File: src/rtl/ec_scalar_seq_if.sv
// ----------------------------------------------------------------------------
// ec_scalar_seq_if
// Bundle of the request, ALU handshake and status signals of ec_scalar_seq.
//
//   start                 requester -> sequencer  begin a point multiplication
//   scalar[SCALAR_W]      requester -> sequencer  scalar k, sampled on accept
//   alu_in_valid          sequencer -> ALU        one-cycle operation launch
//   alu_in_state[2]       sequencer -> ALU        opcode (PRE/DBL/DIV-INV/DIV-MUL)
//   alu_consecutive_flag  sequencer -> ALU        scalar bit or exponent bit
//   alu_out_ready         ALU -> sequencer        last cycle of running operation
//   busy                  sequencer -> requester  sequence in progress
//   done                  sequencer -> requester  one-cycle completion pulse
//   bit_idx[8]            sequencer -> requester  bit currently processed
//
// Modports: slave = sequencer side, master = requester/ALU side.
// ----------------------------------------------------------------------------
interface ec_scalar_seq_if #(
  parameter int SCALAR_W = 255
);
  logic                start;
  logic [SCALAR_W-1:0] scalar;
  logic                alu_in_valid;
  logic [1:0]          alu_in_state;
  logic                alu_consecutive_flag;
  logic                alu_out_ready;
  logic                busy;
  logic                done;
  logic [7:0]          bit_idx;

  modport slave (
    input  start,
    input  scalar,
    input  alu_out_ready,
    output alu_in_valid,
    output alu_in_state,
    output alu_consecutive_flag,
    output busy,
    output done,
    output bit_idx
  );

  modport master (
    output start,
    output scalar,
    output alu_out_ready,
    input  alu_in_valid,
    input  alu_in_state,
    input  alu_consecutive_flag,
    input  busy,
    input  done,
    input  bit_idx
  );
endinterface

File: src/rtl/ec_scalar_seq.sv
// ----------------------------------------------------------------------------
// ec_scalar_seq
// Operation sequencer for an elliptic-curve point multiplication. It walks
// the scalar MSB first issuing one DOUBLE per bit (flagging when an ADD must
// follow), then walks the inversion exponent MSB first issuing one DIV-INV
// per bit, framed by a PRE-CAL at the start and a DIV-MUL at the end.
// Each operation is launched with a single-cycle alu_in_valid (ISSUE phase)
// and then waits for alu_out_ready (WAIT phase) before the next launch.
//
// Ports:
//   clk   sole clock, rising edge
//   rst   asynchronous active-high reset
//   bus   ec_scalar_seq_if.slave (start, scalar, alu_* handshake,
//         busy, done, bit_idx)
//
// Parameters:
//   SCALAR_W  scalar width
//   INV_W     inversion exponent width
//   INV_EXP   inversion exponent, consumed MSB first (default 2^255-21)
//
// Build option:
//   SKIP_LEADING_ZERO_EN  when defined, DOUBLE operations for scalar bits
//                         above the most significant set bit are skipped and
//                         a zero scalar goes straight from PRE-CAL to DIV-INV.
//
// All outputs are registered; they are computed from the next state so they
// line up with the state register.
// ----------------------------------------------------------------------------
module ec_scalar_seq #(
  parameter int              SCALAR_W = 255,
  parameter int              INV_W    = 255,
  parameter logic [INV_W-1:0] INV_EXP = {{(INV_W-5){1'b1}}, 5'b01011}
) (
  input  logic               clk,
  input  logic               rst,
  ec_scalar_seq_if.slave     bus
);

  // Sequencer states: one ISSUE and one WAIT state per operation type.
  localparam logic [3:0] S_IDLE     = 4'd0;
  localparam logic [3:0] S_PRE_ISS  = 4'd1;
  localparam logic [3:0] S_PRE_WAIT = 4'd2;
  localparam logic [3:0] S_DBL_ISS  = 4'd3;
  localparam logic [3:0] S_DBL_WAIT = 4'd4;
  localparam logic [3:0] S_INV_ISS  = 4'd5;
  localparam logic [3:0] S_INV_WAIT = 4'd6;
  localparam logic [3:0] S_MUL_ISS  = 4'd7;
  localparam logic [3:0] S_MUL_WAIT = 4'd8;
  localparam logic [3:0] S_FIN      = 4'd9;

  // ALU opcodes.
  localparam logic [1:0] OP_PRE = 2'd0;
  localparam logic [1:0] OP_DBL = 2'd1;
  localparam logic [1:0] OP_INV = 2'd2;
  localparam logic [1:0] OP_MUL = 2'd3;

  localparam logic [7:0] SCALAR_TOP = 8'(SCALAR_W - 1);
  localparam logic [7:0] INV_TOP    = 8'(INV_W - 1);

  logic [3:0]          state_q, state_d;
  logic [SCALAR_W-1:0] scalar_q, scalar_d;
  logic [7:0]          bit_idx_q, bit_idx_d;
  logic                valid_q, valid_d;
  logic [1:0]          op_q, op_d;
  logic                flag_q, flag_d;
  logic                busy_q, busy_d;
  logic                done_q, done_d;

`ifdef SKIP_LEADING_ZERO_EN
  // Index of the highest set bit of k; 0 when k is zero.
  function automatic logic [7:0] msb_index(input logic [SCALAR_W-1:0] k);
    logic [7:0] idx;
    idx = 8'd0;
    for (int i = 0; i < SCALAR_W; i++) begin
      if (k[i]) begin
        idx = 8'(i);
      end else begin
        idx = idx;
      end
    end
    return idx;
  endfunction
`endif

  // Next-state, scalar latch and bit index bookkeeping.
  always_comb begin
    state_d   = state_q;
    scalar_d  = scalar_q;
    bit_idx_d = bit_idx_q;
    case (state_q)
      S_IDLE: begin
        if (bus.start) begin
          scalar_d = bus.scalar;
`ifdef SKIP_LEADING_ZERO_EN
          bit_idx_d = msb_index(bus.scalar);
`else
          bit_idx_d = SCALAR_TOP;
`endif
          state_d = S_PRE_ISS;
        end else begin
          state_d = S_IDLE;
        end
      end
      S_PRE_ISS: begin
        state_d = S_PRE_WAIT;
      end
      S_PRE_WAIT: begin
        if (bus.alu_out_ready) begin
`ifdef SKIP_LEADING_ZERO_EN
          // A zero scalar has no set bit, so there is nothing to double.
          if (scalar_q == {SCALAR_W{1'b0}}) begin
            state_d   = S_INV_ISS;
            bit_idx_d = INV_TOP;
          end else begin
            state_d = S_DBL_ISS;
          end
`else
          state_d = S_DBL_ISS;
`endif
        end else begin
          state_d = S_PRE_WAIT;
        end
      end
      S_DBL_ISS: begin
        state_d = S_DBL_WAIT;
      end
      S_DBL_WAIT: begin
        if (bus.alu_out_ready) begin
          if (bit_idx_q == 8'd0) begin
            state_d   = S_INV_ISS;
            bit_idx_d = INV_TOP;
          end else begin
            state_d   = S_DBL_ISS;
            bit_idx_d = bit_idx_q - 8'd1;
          end
        end else begin
          state_d = S_DBL_WAIT;
        end
      end
      S_INV_ISS: begin
        state_d = S_INV_WAIT;
      end
      S_INV_WAIT: begin
        if (bus.alu_out_ready) begin
          if (bit_idx_q == 8'd0) begin
            state_d = S_MUL_ISS;
          end else begin
            state_d   = S_INV_ISS;
            bit_idx_d = bit_idx_q - 8'd1;
          end
        end else begin
          state_d = S_INV_WAIT;
        end
      end
      S_MUL_ISS: begin
        state_d = S_MUL_WAIT;
      end
      S_MUL_WAIT: begin
        if (bus.alu_out_ready) begin
          state_d = S_FIN;
        end else begin
          state_d = S_MUL_WAIT;
        end
      end
      S_FIN: begin
        state_d = S_IDLE;
      end
      default: begin
        state_d = S_IDLE;
      end
    endcase
  end

  // Output values for the state being entered; opcode and flag depend only
  // on the state and bit index, so they stay stable through the WAIT phase.
  always_comb begin
    valid_d = 1'b0;
    op_d    = OP_PRE;
    flag_d  = 1'b0;
    busy_d  = 1'b1;
    done_d  = 1'b0;
    case (state_d)
      S_PRE_ISS, S_PRE_WAIT: begin
        valid_d = (state_d == S_PRE_ISS);
        op_d    = OP_PRE;
        flag_d  = 1'b0;
      end
      S_DBL_ISS, S_DBL_WAIT: begin
        valid_d = (state_d == S_DBL_ISS);
        op_d    = OP_DBL;
        flag_d  = scalar_q[bit_idx_d];
      end
      S_INV_ISS, S_INV_WAIT: begin
        valid_d = (state_d == S_INV_ISS);
        op_d    = OP_INV;
        flag_d  = INV_EXP[bit_idx_d];
      end
      S_MUL_ISS, S_MUL_WAIT: begin
        valid_d = (state_d == S_MUL_ISS);
        op_d    = OP_MUL;
        flag_d  = 1'b0;
      end
      S_FIN: begin
        busy_d = 1'b0;
        done_d = 1'b1;
      end
      default: begin
        busy_d = 1'b0;
      end
    endcase
  end

  // State, scalar, index and output registers.
  always_ff @(posedge clk or posedge rst) begin
    if (rst) begin
      state_q   <= S_IDLE;
      scalar_q  <= {SCALAR_W{1'b0}};
      bit_idx_q <= 8'd0;
      valid_q   <= 1'b0;
      op_q      <= OP_PRE;
      flag_q    <= 1'b0;
      busy_q    <= 1'b0;
      done_q    <= 1'b0;
    end else begin
      state_q   <= state_d;
      scalar_q  <= scalar_d;
      bit_idx_q <= bit_idx_d;
      valid_q   <= valid_d;
      op_q      <= op_d;
      flag_q    <= flag_d;
      busy_q    <= busy_d;
      done_q    <= done_d;
    end
  end

  assign bus.alu_in_valid         = valid_q;
  assign bus.alu_in_state         = op_q;
  assign bus.alu_consecutive_flag = flag_q;
  assign bus.busy                 = busy_q;
  assign bus.done                 = done_q;
  assign bus.bit_idx              = bit_idx_q;

endmodule

File: src/flat_wrapper.sv
// flat-port wrapper written by rule: the top's interface ports become plain ports
module ec_scalar_seq_flat 
#(
  parameter int              SCALAR_W = 255,
  parameter int              INV_W    = 255,
  parameter logic [INV_W-1:0] INV_EXP = {{(INV_W-5){1'b1}}, 5'b01011}
)
  (clk, rst, bus_start, bus_scalar, bus_alu_out_ready, bus_alu_in_valid, bus_alu_in_state, bus_alu_consecutive_flag, bus_busy, bus_done, bus_bit_idx);
  ec_scalar_seq_if #(.SCALAR_W(SCALAR_W)) bus_i ();
  input  logic clk;
  input  logic rst;
  input wire logic [$bits(bus_i.start)-1:0] bus_start;
  input wire logic [$bits(bus_i.scalar)-1:0] bus_scalar;
  input wire logic [$bits(bus_i.alu_out_ready)-1:0] bus_alu_out_ready;
  output wire logic [$bits(bus_i.alu_in_valid)-1:0] bus_alu_in_valid;
  output wire logic [$bits(bus_i.alu_in_state)-1:0] bus_alu_in_state;
  output wire logic [$bits(bus_i.alu_consecutive_flag)-1:0] bus_alu_consecutive_flag;
  output wire logic [$bits(bus_i.busy)-1:0] bus_busy;
  output wire logic [$bits(bus_i.done)-1:0] bus_done;
  output wire logic [$bits(bus_i.bit_idx)-1:0] bus_bit_idx;
  assign bus_i.start = bus_start;
  assign bus_i.scalar = bus_scalar;
  assign bus_i.alu_out_ready = bus_alu_out_ready;
  assign bus_alu_in_valid = bus_i.alu_in_valid;
  assign bus_alu_in_state = bus_i.alu_in_state;
  assign bus_alu_consecutive_flag = bus_i.alu_consecutive_flag;
  assign bus_busy = bus_i.busy;
  assign bus_done = bus_i.done;
  assign bus_bit_idx = bus_i.bit_idx;
  ec_scalar_seq #(.SCALAR_W(SCALAR_W), .INV_W(INV_W), .INV_EXP(INV_EXP)) u_core (.clk(clk), .rst(rst), .bus(bus_i));
endmodule
File: config.mk
export PLATFORM = sky130hd
export DESIGN_NAME = ec_scalar_seq_flat
export DESIGN_NICKNAME = d
export VERILOG_FILES = /design/src/rtl/ec_scalar_seq_if.sv /design/src/rtl/ec_scalar_seq.sv /design/src/flat_wrapper.sv
export SDC_FILE = /design/constraint.sdc
export NUM_CORES = 1
export LEC_CHECK = 0
export ABC_AREA = 1
export CAP_MARGIN = 20
export CORE_MARGIN = 5
export CORE_UTILIZATION = 25
export DETAILED_ROUTE_END_ITERATION = 6
export DONT_BUFFER_PORTS = 1
export PLACE_DENSITY = 0.41
export SLEW_MARGIN = 30
export SYNTH_ARGS = -nofsm -noshare
export SYNTH_HDL_FRONTEND = slang
export SYNTH_SLANG_ARGS = --single-unit
File: constraint.sdc
create_clock -name clk -period 18 [get_ports clk]
set_input_delay 3.6 -clock clk [delete_from_list [all_inputs] [get_ports clk]]
set_output_delay 3.6 -clock clk [all_outputs]
set_load 0.05 [all_outputs]
Word-level counts from Yosys, hierarchy flattened
Memory sizes are Yosys's and may differ from the RTL's. Cells that the tools add are included.

Register bits after elaboration: 273. ROM bits: 256. Input port bits: 259. Output and inout port bits: 14. Word-level logic and storage cells: 58. Memories: 1.

Memory list: (name not given) (depth 256, width 1, read ports 1, clocked after Yosys merged registers in 0, write ports 0, line ec_scalar_seq.sv:196) `flag_d = INV_EXP[bit_idx_d];`.

Add/sub/neg operators: 1. $lt $le $gt $ge: 1. Equality and inequality tests: 17. Mux-type cells: 22. Reductions and logical operators: 8.

Operators by type and width (count): $mux W8 (5); $pmux W4 S9 (1); $eq A4 B3 Y1 const B (8); $pmux W8 S3 (1); $eq A4 B2 Y1 const B (4); $eq A4 B4 Y1 const B (3); $lt A8 B9 Y1 const B (1); $bmux W1 S8 (1); $eq A4 B1 Y1 const B (2); $logic_not A8 Y1 (1); $reduce_or A2 Y1 (4); $reduce_or A8 Y1 (1); $sub A8 B1 Y8 const B (1); $mux W1 (7); $mux W3 (2); $pmux W2 S3 (1); $logic_not A4 Y1 (1); $mux W2 (2); $pmux W1 S4 (1); $pmux W1 S2 (1); $reduce_and A2 Y1 (1).

Logic depth before layout (Yosys ltp)
Gate-level depths: netlist (run 1).

Depth in word-level cells: 7. Gate-level depth with buffers: 22. Depth with buffers taken out: 21.

Worst setup path before layout (run 1)
OpenSTA, ideal clock, no wires.

Path type: input to register. From: input bus_alu_out_ready. To: register u_core.flag_q (netlist: u_core.bus.alu_consecutive_flag). Setup time: 119 ps. Data arrival time: 5096 ps. Data required time: 17881 ps. Setup slack: 12785 ps. Cell stages on the path: 16. Buffers on the path: 3. Cells stage by stage: clkbuf_1 > nand3_1 > nand2_1 > inv_1 > nor2_1 > buf_4 > buf_2 > nand3_1 > nand3_1 > nand3_1 > nand3_1 > nand3_1 > nand3_1 > nand3_1 > nand3_1 > nand2_1.

Cells in the longest elaborated chain, start to end: 5. Elaborated cells on any way between the ends: 19. Those cells by class: 4 x eq/ne; 12 x mux; 2 x reduce/logical; 1 x memory.

RTL lines: start, declared (line flat_wrapper.sv:14) `input wire logic [$bits(bus_i.alu_out_ready)-1:0] bus_alu_out_ready;`; $mux W8, or another cell as far along (line ec_scalar_seq.sv:144) `if (bus.alu_out_ready) begin`; $pmux W8 S3 or $pmux W4 S9 (tied branches) (line ec_scalar_seq.sv:90) `case (state_q)`; $mem_v2 Z256 W1, or another cell as far along; $mux W1 (not written as such), or another cell as far along (line ec_scalar_seq.sv:196); $pmux W1 S2 * (line ec_scalar_seq.sv:182) `case (state_d)`; via u_core.flag_d (line ec_scalar_seq.sv:65) `logic flag_q, flag_d;`; end signal, assigned (line ec_scalar_seq.sv:230) `flag_q <= flag_d;`; end, declared (line ec_scalar_seq.sv:65).

Mark *: on every way through the listed nets, which the timed path passes. The rest lies on a longest branch. The select of a mux whose other input is x is not followed. A chain may end at the register's enable or synchronous reset.

Worst setup path in the final report (run 1)
From: input bus_start. To: register u_core.flag_q (netlist: u_core.bus.alu_consecutive_flag).

Cells in the longest elaborated chain, start to end: 5. Elaborated cells on any way between the ends: 15. Those cells by class: 4 x eq/ne; 8 x mux; 2 x reduce/logical; 1 x memory.

RTL lines: start, declared (line flat_wrapper.sv:12) `input wire logic [$bits(bus_i.start)-1:0] bus_start;`; $mux W8 or $mux W1 (tied branches) (line ec_scalar_seq.sv:92) `if (bus.start) begin`; $pmux W8 S3 or $pmux W4 S9 (tied branches) (line ec_scalar_seq.sv:90); $mem_v2 Z256 W1, or another cell as far along; $mux W1 (not written as such), or another cell as far along (line ec_scalar_seq.sv:196); $pmux W1 S2 * (line ec_scalar_seq.sv:182); via u_core.flag_d (line ec_scalar_seq.sv:65).

Marks and branches as above.

==> results of run 1 <==
[power groups by stage]
stage | Combinational (mW) | Clock [mW] | Sequential (mW)
after global routing | 1.63 | 0.782 | 1.12
after floorplan | 1.01 | 0 | 1.06
after CTS | 1.46 | 0.761 | 1.09
final | 1.42 | 0.734 | 1.09
after detailed placement | 1.45 | 0 | 1.10
after global placement | 1.43 | 0 | 1.10
[worst max-delay path, cell delays in order]
cell	delay [ps]
nand3_4	50
buf_4	600
clkinv_8	680
o21ai_0	570
nand2_4	400
inv_2	710
nand3_1	160
nand3_1	120
nand3_1	140
nand3_1	150
nand3_1	80
nand3_1	150
nand3_1	100
nand2_1	60
[per-stage QoR]
step | hold WS, ps | util
finish | 476 | 0.284
global route | 491 | 0.284
CTS | 477 | 0.283
detailed placement | 463 | 0.260
global placement | 461 | 0.260
floorplan | 444 | -
[layout by cell type, fill, tap and decap left out, types with 2 or more instances in the layout]
cell type,synthesis,final
a21oi_1,6,6
buf_16,0,3
buf_4,14,8
buf_6,1,2
bufinv_16,0,2
clkbuf_1,60,7
clkbuf_16,0,37
clkbuf_8,0,8
clkinv_2,0,9
dfrtp_1,273,273
ha_1,2,2
inv_1,65,63
inv_2,12,12
inv_6,0,3
nand2_1,869,867
nand2_4,0,3
nand3_1,325,324
nand3_4,0,2
nand3b_1,2,2
nand4_1,2,2
nor2_1,20,19
nor2_2,6,6
nor3_1,3,3
o211ai_1,29,29
o21ai_0,44,44
o21ai_1,9,9
xor2_1,2,2
[worst max-delay path by stage]
stage | start | end | cells after the start
final | bus_start | u_core.bus.alu_consecutive_flag | 14
after global routing | bus_start | u_core.bus.alu_consecutive_flag | 14
after CTS | bus_start | u_core.bus.alu_consecutive_flag | 14
after detailed placement | bus_start | u_core.bus.alu_consecutive_flag | 14
after global placement | bus_start | u_core.bus.alu_consecutive_flag | 14
after floorplan | rst | u_core.bus.alu_consecutive_flag | 1
[layer usage]
metal  track usage  up-vias  part of all wire  wire length (um)
met5             0        -           0.00014                 7
met4        0.0467        2             0.024              1180
met3        0.0298       70             0.051              2530
met2         0.264      291              0.46             22800
met1         0.229     5582              0.46             22600
li1              -     5632                 -                 -
[state kept, by name (all words and copies together), names as in the netlist]
name / cells
u_core.bus.done: 1
u_core.state_q: 4
u_core.bus.alu_consecutive_flag: 1
u_core.scalar_q: 255
u_core.bus.alu_in_state: 2
u_core.bus.bit_idx: 8
u_core.bus.alu_in_valid: 1
u_core.bus.busy: 1
[final cells by class]
type	count	area share
antenna	1	0.000165
clock buffer	52	0.0699
clock inverter	15	0.00913
inverter	77	0.0203
multi-input combinational	1333	0.382
sequential	273	0.449
tap	696	0.0573
timing repair buffer	14	0.0122
[logic make-up (layout without fill, tap and decap cells)]
group	Yosys count	in the layout	share of synthesized area
flip-flops	273	273	0.509
other	0	1	0
AO/OA/AOI/OAI	94	94	0.0441
XOR/XNOR	2	2	0.00131
adder cells (fa/ha/maj)	2	2	0.00187
buffers and inverters	194	158	0.0624
AND/OR/NAND/NOR	1235	1235	0.381
==> results.txt, run 1 <==
most common flop cell mapped by yosys: dfrtp_1
Pre-Repair DR Iteration Count: 5
count leader, synth: nand2_1
Starting Density: 0.251
P_leak: 7.50 nW
number of vias per cell: 4.70
crit-path max FO: 193
Post-layout nets: 1997
reg2reg path depth: 20
endpoints failing hold: 0
Overflow after GRT: 0
Net Sw Power: 1.46 mW
Avg Inst Size Synth: 7.45 um^2
CTS tree: built
vias: 11600
initial antenna violation count: 2
TritonCTS Sinks: 273
CTS H-Tree Depth: 2
Final WS setup: 10830 ps
register area share after synthesis: 0.509
largest net degree at the start of global routing: 194
Hold Buf Count CTS: 0
final setup vio count: 0
Reg-to-Reg End: u_core.bus.alu_consecutive_flag
total power: 3.24 mW
Hold Crit Class: flip-flop to flip-flop
Clock Tree Buf Depth: 3
Clock Latency Late Sink: 540 ps
kind of critical path: primary input to flip-flop
Design Area, Final: 15200 um^2
clock network fraction of total power: 0.226
placement-stage cell area: 13900 um^2
Die H: 242 um
P&R area growth vs syn: 13.4%
Post-CTS Resized: 0
Die W: 242 um
die area: 58400 um^2
status: complete, no violations
reg2reg setup slack: 12830 ps
num rows: 85
Rel. slew slack: 0.361
Root Driver: clkbuf_16
Flop pwr share: 0.337
RSZ-0062 raised after global routing: no
global-route wire length before repair: 75100 um
fmax: 0.139 GHz
CP startpoint kind: primary input
Multi-input gate area: 5810 um^2
crit path time final: 7170 ps
VDD IR max: 0.0701 mV
Logic pwr share: 0.437
synthesized cell area: 13400 um^2
number of synthesized flops with an enable pin: 0
Syn. warnings: 0
DRT antenna net count: 0
Setup Skew: 15.7 ps
leading area contributor after synthesis: dfrtp_1
max-cap violations: 0
Core ar.: 53500 um^2
switching share of power: 0.451
routed wire length: 49200 um
Cell variety after synth: 32
PwrDens: 213 nW/um^2
#FFs+latches synth: 273
Syn Inst Count: 1800
hold path depth: 2
top cells by area, synth: dfrtp_1 51%, nand2_1 24%, nand3_1 12%, inv_1 1.8%, clkbuf_1 1.7%
top-area cell type share of the netlist area: 0.509
initial DRC count: 877
most frequent cells after synthesis: 869 x nand2_1, 325 x nand3_1, 273 x dfrtp_1
worst r2r src: u_core.bus.bit_idx[0]
total internal power: 1.78 mW
fin cells: 2461
DRC Markers: 0
Post-CTS Setup Bufs: 0
HPWL after DPL: 32000 um
Total GRT Usage: 0.164
input/output buffers: 0
hold path endpoint: u_core.scalar_q[214]
Worst EP arrival: 7650 ps
Sum Neg Setup Slack: 0 ps
Syn Nets: 2061
share of layout cells above drive strength 1: 0.0624
total CTS buffers: 37
Worst setup EP type: flip-flop
register area: 6830 um^2
Max Slew Vio Count: 0
WL/cell: 20.0 um
hold path startpoint: u_core.scalar_q[214]
dpl ws: 10150 ps
Placed Cells: 2391
Worst-path clk slew: 60 ps
Final GP Congestion: 0.784
Async SR Flop Fraction: 1.00
Slew @ Worst Pin: 958 ps
Top-Level Pins: 273
filler instances: 5876
worst path required time: 18480 ps
fin crit share: 0.398
vias in the first global route: 11900
No activity file was read; power rests on OpenSTA's default activity.
==> run 2, diff against run 1 <==
Clock period 18 ns to 6.7 ns, I/O delays scaled along.
==> results.txt, run 2 (same netlist as run 1, synthesis figures left out) <==
Die W: 242 um (unchanged)
routed wire length: 48900 um (-0.58%)
Top-Level Pins: 273 (unchanged)
filler instances: 5837 (-0.66%)
max-cap violations: 0 (unchanged)
TritonCTS Sinks: 273 (unchanged)
HPWL after DPL: 31400 um (-1.7%)
RSZ-0062 raised after global routing: no
dpl ws: 2050 ps (-8100 ps)
Crit path largest cell delay: 780 ps (+70 ps)
hold path depth: 2 (unchanged)
Setup Skew: 24.1 ps (+8.40 ps)
CTS tree: built
final setup vio count: 0 (unchanged)
P&R area growth vs syn: 12.6%
instance count on the critical path: 21 (+7)
Hold Crit Class: flip-flop to flip-flop
Overflow after GRT: 0 (unchanged)
reg2reg path depth: 21 (+5.0%)
CTS H-Tree Depth: 2 (unchanged)
Root Driver: clkbuf_16
Sum Neg Setup Slack: 0 ps (unchanged)
number of vias per cell: 4.70 (about the same)
fin cells: 2454 (-0.28%)
Post-CTS Setup Bufs: 0 (unchanged)
Rel. slew slack: 0.375 (+0.0139)
Final GP Congestion: 0.789 (+0.65%)
crit-path max FO: 83 (-57%)
most frequent cells in the layout: 867 x nand2_1, 324 x nand3_1, 273 x dfrtp_1, 63 x inv_1, 44 x o21ai_0
Slew @ Worst Pin: 935 ps (-23.3 ps)
Hold Buf Count CTS: 0 (unchanged)
Post-CTS Resized: 0 (unchanged)
Crit path buffers/inverters: 2 (-1)
kind of critical path: flip-flop to flip-flop
commonest non-fill, non-tap cell in the layout: nand2_1
initial DRC count: 764 (-13%)
Largest register FFs: 255 (unchanged)
WL/cell: 19.9 um (-0.29%)
status: complete, no violations
Max Slew Vio Count: 0 (unchanged)
fin crit share: 0.671
initial antenna violation count: 2 (unchanged)
vias: 11500 (-0.38%)
largest net degree at the start of global routing: 199 (+2.6%)
endpoints failing hold: 0 (unchanged)
share of layout cells above drive strength 1: 0.0586 (-0.00374)
total CTS buffers: 35 (-5.4%)
VDD IR max: 0.242 mV (+250%)
Clock Latency Late Sink: 540 ps (about the same)
Starting Density: 0.251 (unchanged)
DRT antenna net count: 0 (unchanged)
Placed Cells: 2393 (+0.084%)
worst path required time: 7170 ps (-11310 ps)
global-route wire length before repair: 74800 um (-0.37%)
Die H: 242 um (unchanged)
Post-layout nets: 1997 (unchanged)
Core ar.: 53500 um^2 (unchanged)
num rows: 85 (unchanged)
Worst-path clk slew: 60 ps (about the same)
Total GRT Usage: 0.163 (-0.00139)
crit path time final: 4490 ps
Crit path top cell by count: nand3_1
Final WS setup: 2210 ps (-8620 ps)
Clock Tree Buf Depth: 3 (unchanged)
Worst setup EP type: flip-flop
PwrDens: 566 nW/um^2 (+170%)
Biggest register: u_core.scalar_q
P_leak: 7.45 nW (-0.79%)
critical path's slowest cell: dfrtp_1
CP startpoint kind: flip-flop
input/output buffers: 0 (unchanged)
worst path cell trace: inv_1 -> ha_1 -> nand2_1 -> nor2_2 -> nand2_2 -> ha_1 -> nand3b_1 -> nand2_1 -> nand2_4 -> nand2_8 -> buf_16 -> nand2_1 -> nand3_1 -> nand3_1 -> nand3_1 -> nand3_1 -> nand3_1 -> nand3_1 -> nand3_1 -> nand3_1 -> nand2_1
Worst EP arrival: 4960 ps (-2690 ps)
die area: 58400 um^2 (unchanged)
DRC Markers: 0 (unchanged)
fmax: 0.223 GHz
Pre-Repair DR Iteration Count: 5 (unchanged)
delay-heaviest family, CP: simple AND/OR/NAND/NOR gates
vias in the first global route: 11900 (+0.15%)
run 2: cell types whose count changed in the layout (fill, tap and decap cells not counted), sizes merged:
cell	before	now
buf	14	16
bufinv	2	1
clkinv	10	5
inv	79	76
clkbuf	52	50
clkinvlp	1	3
run 2: final cells by class:
cell class	instances	area, um^2	area share
clock buffers	50	1010	0.0670
flip-flops and latches	273	6830	0.452
diodes	1	2.50	0.000166
well taps	696	871	0.0576
multi-input cells	1333	5800	0.384
inverters	77	308	0.0204
repair buffers	16	209	0.0138
clock inverters	8	73.8	0.00489
run 2: final timing paths:
check	start	end	slack, ps
worst max register to register	u_core.bus.bit_idx[0]	u_core.bus.alu_consecutive_flag	2210
max in group asynchronous	rst	u_core.scalar_q[146]	4360
worst min-delay path	u_core.scalar_q[83]	u_core.scalar_q[83]	480
worst min register to register	u_core.scalar_q[83]	u_core.scalar_q[83]	480
worst max-delay path	u_core.bus.bit_idx[0]	u_core.bus.alu_consecutive_flag	2210
min in group asynchronous	rst	u_core.bus.busy	560
run 2: worst min-delay path, cell delays in order, from the launching register on:
cell and delay (ps):
dfrtp_1 340, nand2_1 50, nand2_1 50
run 2: report_power, final:
part | switching, mW | internal, mW | total, mW
registers | 0.533 | 2.42 | 2.96
logic | 2.59 | 1.17 | 3.76
clock network | 0.744 | 1.08 | 1.83
total | 3.87 | 4.68 | 8.55
run 2: per-layer routing:
metal	vias up	GRT usage	routed length (um)
met5	-	0	13
met4	2	0.0433	1200
met3	65	0.0347	2590
met2	303	0.261	22500
met1	5548	0.226	22600
li1	5615	-	-
run 2: through the flow:
stage,area (um^2),util,power (mW),hold slack (ps)
3_5_place_dp,14000,0.261,6.84,465
4_1_cts,15000,0.281,8.74,481
5_1_grt,15100,0.282,9.32,489
6_report,15100,0.282,8.55,477
2_1_floorplan,13400,-,5.55,444
3_3_place_gp,13900,0.260,6.81,462
==> run 3, diff against run 2 <==
Clock period 6.7 ns to 4.25 ns, I/O delays scaled along.
==> results.txt, run 3 (same netlist as run 1, synthesis figures left out) <==
Die W: 242 um (unchanged)
DRT antenna net count: 0 (unchanged)
Crit path largest cell delay: 370 ps (-410 ps)
CTS H-Tree Depth: 2 (unchanged)
final setup vio count: 0 (unchanged)
Setup Skew: 10.5 ps (-13.6 ps)
Root Driver: clkbuf_16
Overflow after GRT: 0 (unchanged)
die area: 58400 um^2 (unchanged)
Pre-Repair DR Iteration Count: 5 (unchanged)
CP startpoint kind: flip-flop
fin crit share: 0.880 (+0.209)
DRC Markers: 0 (unchanged)
Clock Tree Buf Depth: 3 (unchanged)
Post-layout nets: 2012 (+0.75%)
max-cap violations: 0 (unchanged)
total CTS buffers: 36 (+2.9%)
global-route wire length before repair: 74800 um (about the same)
share of layout cells above drive strength 1: 0.0666 (+0.00793)
critical path's slowest cell: dfrtp_1
Multi-input gate area: 5800 um^2 (unchanged)
Die H: 242 um (unchanged)
fmax: 0.267 GHz (+20%)
Worst-path clk slew: 60 ps (about the same)
status: complete, no violations
Rel. slew slack: 0.366 (-0.00916)
vias in the first global route: 11900 (+0.11%)
Starting Density: 0.251 (unchanged)
RSZ-0062 raised after global routing: no
Final GP Congestion: 0.791 (+0.20%)
launch point of the worst path: u_core.bus.bit_idx[1]
Sum Neg Setup Slack: 0 ps (unchanged)
most frequent cells in the layout: 867 x nand2_1, 324 x nand3_1, 273 x dfrtp_1, 63 x inv_1, 44 x o21ai_0
crit path time final: 3740 ps (-754 ps)
reg2reg setup slack: 510 ps (-1700 ps)
Post-CTS Resized: 0 (unchanged)
HPWL after DPL: 32600 um (+3.6%)
Worst EP arrival: 4210 ps (-750 ps)
Post-CTS Setup Bufs: 0 (unchanged)
Slew @ Worst Pin: 951 ps (+16.2 ps)
endpoints failing hold: 0 (unchanged)
Worst setup EP type: flip-flop
Hold Buf Count CTS: 0 (unchanged)
vias: 11700 (+1.6%)
Hold Crit Class: primary input to asynchronous set/reset pin
Total GRT Usage: 0.163 (about the same)
initial DRC count: 727 (-4.8%)
Crit path top cell by count: nand3_1
Clock Latency Late Sink: 530 ps (about the same)
routed wire length: 48900 um (about the same)
worst path cell trace: inv_1 -> ha_1 -> nand2_1 -> nor2_2 -> nand2_2 -> ha_1 -> nand3b_1 -> nand2_1 -> nand2_4 -> nand2_8 -> buf_12 -> nand2_1 -> nand3_1 -> nand3_1 -> nand3_1 -> nand3_1 -> nand3_1 -> nand3_1 -> nand3_1 -> nand3_1 -> nand2_1
WL/cell: 19.8 um (-0.63%)
dpl ws: 515 ps (-1530 ps)
PwrDens: 897 nW/um^2 (+59%)
Final WS setup: 510 ps (-1700 ps)
num rows: 85 (unchanged)
Max Slew Vio Count: 0 (unchanged)
initial antenna violation count: 2 (unchanged)
Top-Level Pins: 273 (unchanged)
Largest register FFs: 255 (unchanged)
worst path required time: 4720 ps (-2450 ps)
filler instances: 5822 (-0.26%)
largest net degree at the start of global routing: 242 (+22%)
P&R area growth vs syn: 14.1%
TritonCTS Sinks: 273 (unchanged)
input/output buffers: 0 (unchanged)
P_leak: 7.56 nW (+1.5%)
worst r2r src: u_core.bus.bit_idx[1]
Biggest register: u_core.scalar_q
kind of critical path: flip-flop to flip-flop
crit-path max FO: 74 (-11%)
Core ar.: 53500 um^2 (unchanged)
final hold slack: 292 ps (-185 ps)
CTS tree: built
number of vias per cell: 4.74 (+0.95%)
register area: 6830 um^2 (unchanged)
commonest non-fill, non-tap cell in the layout: nand2_1
VDD IR max: 0.463 mV (+92%)
==> run 3: layout make-up <==
| cell class | instances | share of cell area |
|---|---|---|
| sequential | 273 | 0.446 |
| multi-input combinational | 1333 | 0.379 |
| clock buffer | 49 | 0.0660 |
| tap | 696 | 0.0569 |
| timing repair buffer | 30 | 0.0230 |
| inverter | 77 | 0.0196 |
| clock inverter | 11 | 0.00915 |
| antenna | 1 | 0.000163 |
==> run 3: final timing paths <==
path	to	cells past startpoint
min reg2reg	u_core.scalar_q[209]	2
max in group asynchronous	u_core.scalar_q[89]	3
max	u_core.bus.alu_consecutive_flag	21
min	u_core.state_q[2]	2
min in group clk	u_core.scalar_q[251]	2
max reg2reg	u_core.bus.alu_consecutive_flag	21
==> run 3: critical path: cells and delay by family, from the launching register on <==
family / cells / cell delay, ps
and+or+nand+nor: 17 / 2320
adders and majority gates: 2 / 500
DFF: 1 / 370
buffers and inverters: 2 / 380
==> run 3: routing by layer <==
metal | up-vias | share of wire | track usage
met3 | 67 | 0.043 | 0.0266
met2 | 309 | 0.47 | 0.266
met5 | - | 0 | 0
met1 | 5682 | 0.46 | 0.224
li1 | 5660 | - | -
met4 | 0 | 0.026 | 0.0502
==> run 3: stage by stage <==
| step | instances | power [mW] | cell area, um^2 | utilization |
|---|---|---|---|---|
| 2_1_floorplan | 1800 | 8.75 | 13400 | - |
| 3_3_place_gp | 2407 | 10.8 | 14100 | 0.264 |
| 3_5_place_dp | 2407 | 10.9 | 14100 | 0.264 |
| 4_1_cts | 2467 | 14.0 | 15300 | 0.285 |
| 5_1_grt | 2470 | 15.0 | 15300 | 0.286 |
| 6_report | 2470 | 13.7 | 15300 | 0.286 |
==> run 3: where the power goes <==
group | total [mW] | switching [mW] | internal, mW
Clock | 3.02 | 1.18 | 1.84
Combinational | 6.13 | 4.18 | 1.94
Sequential | 4.59 | 0.763 | 3.82
Total | 13.7 | 6.12 | 7.60
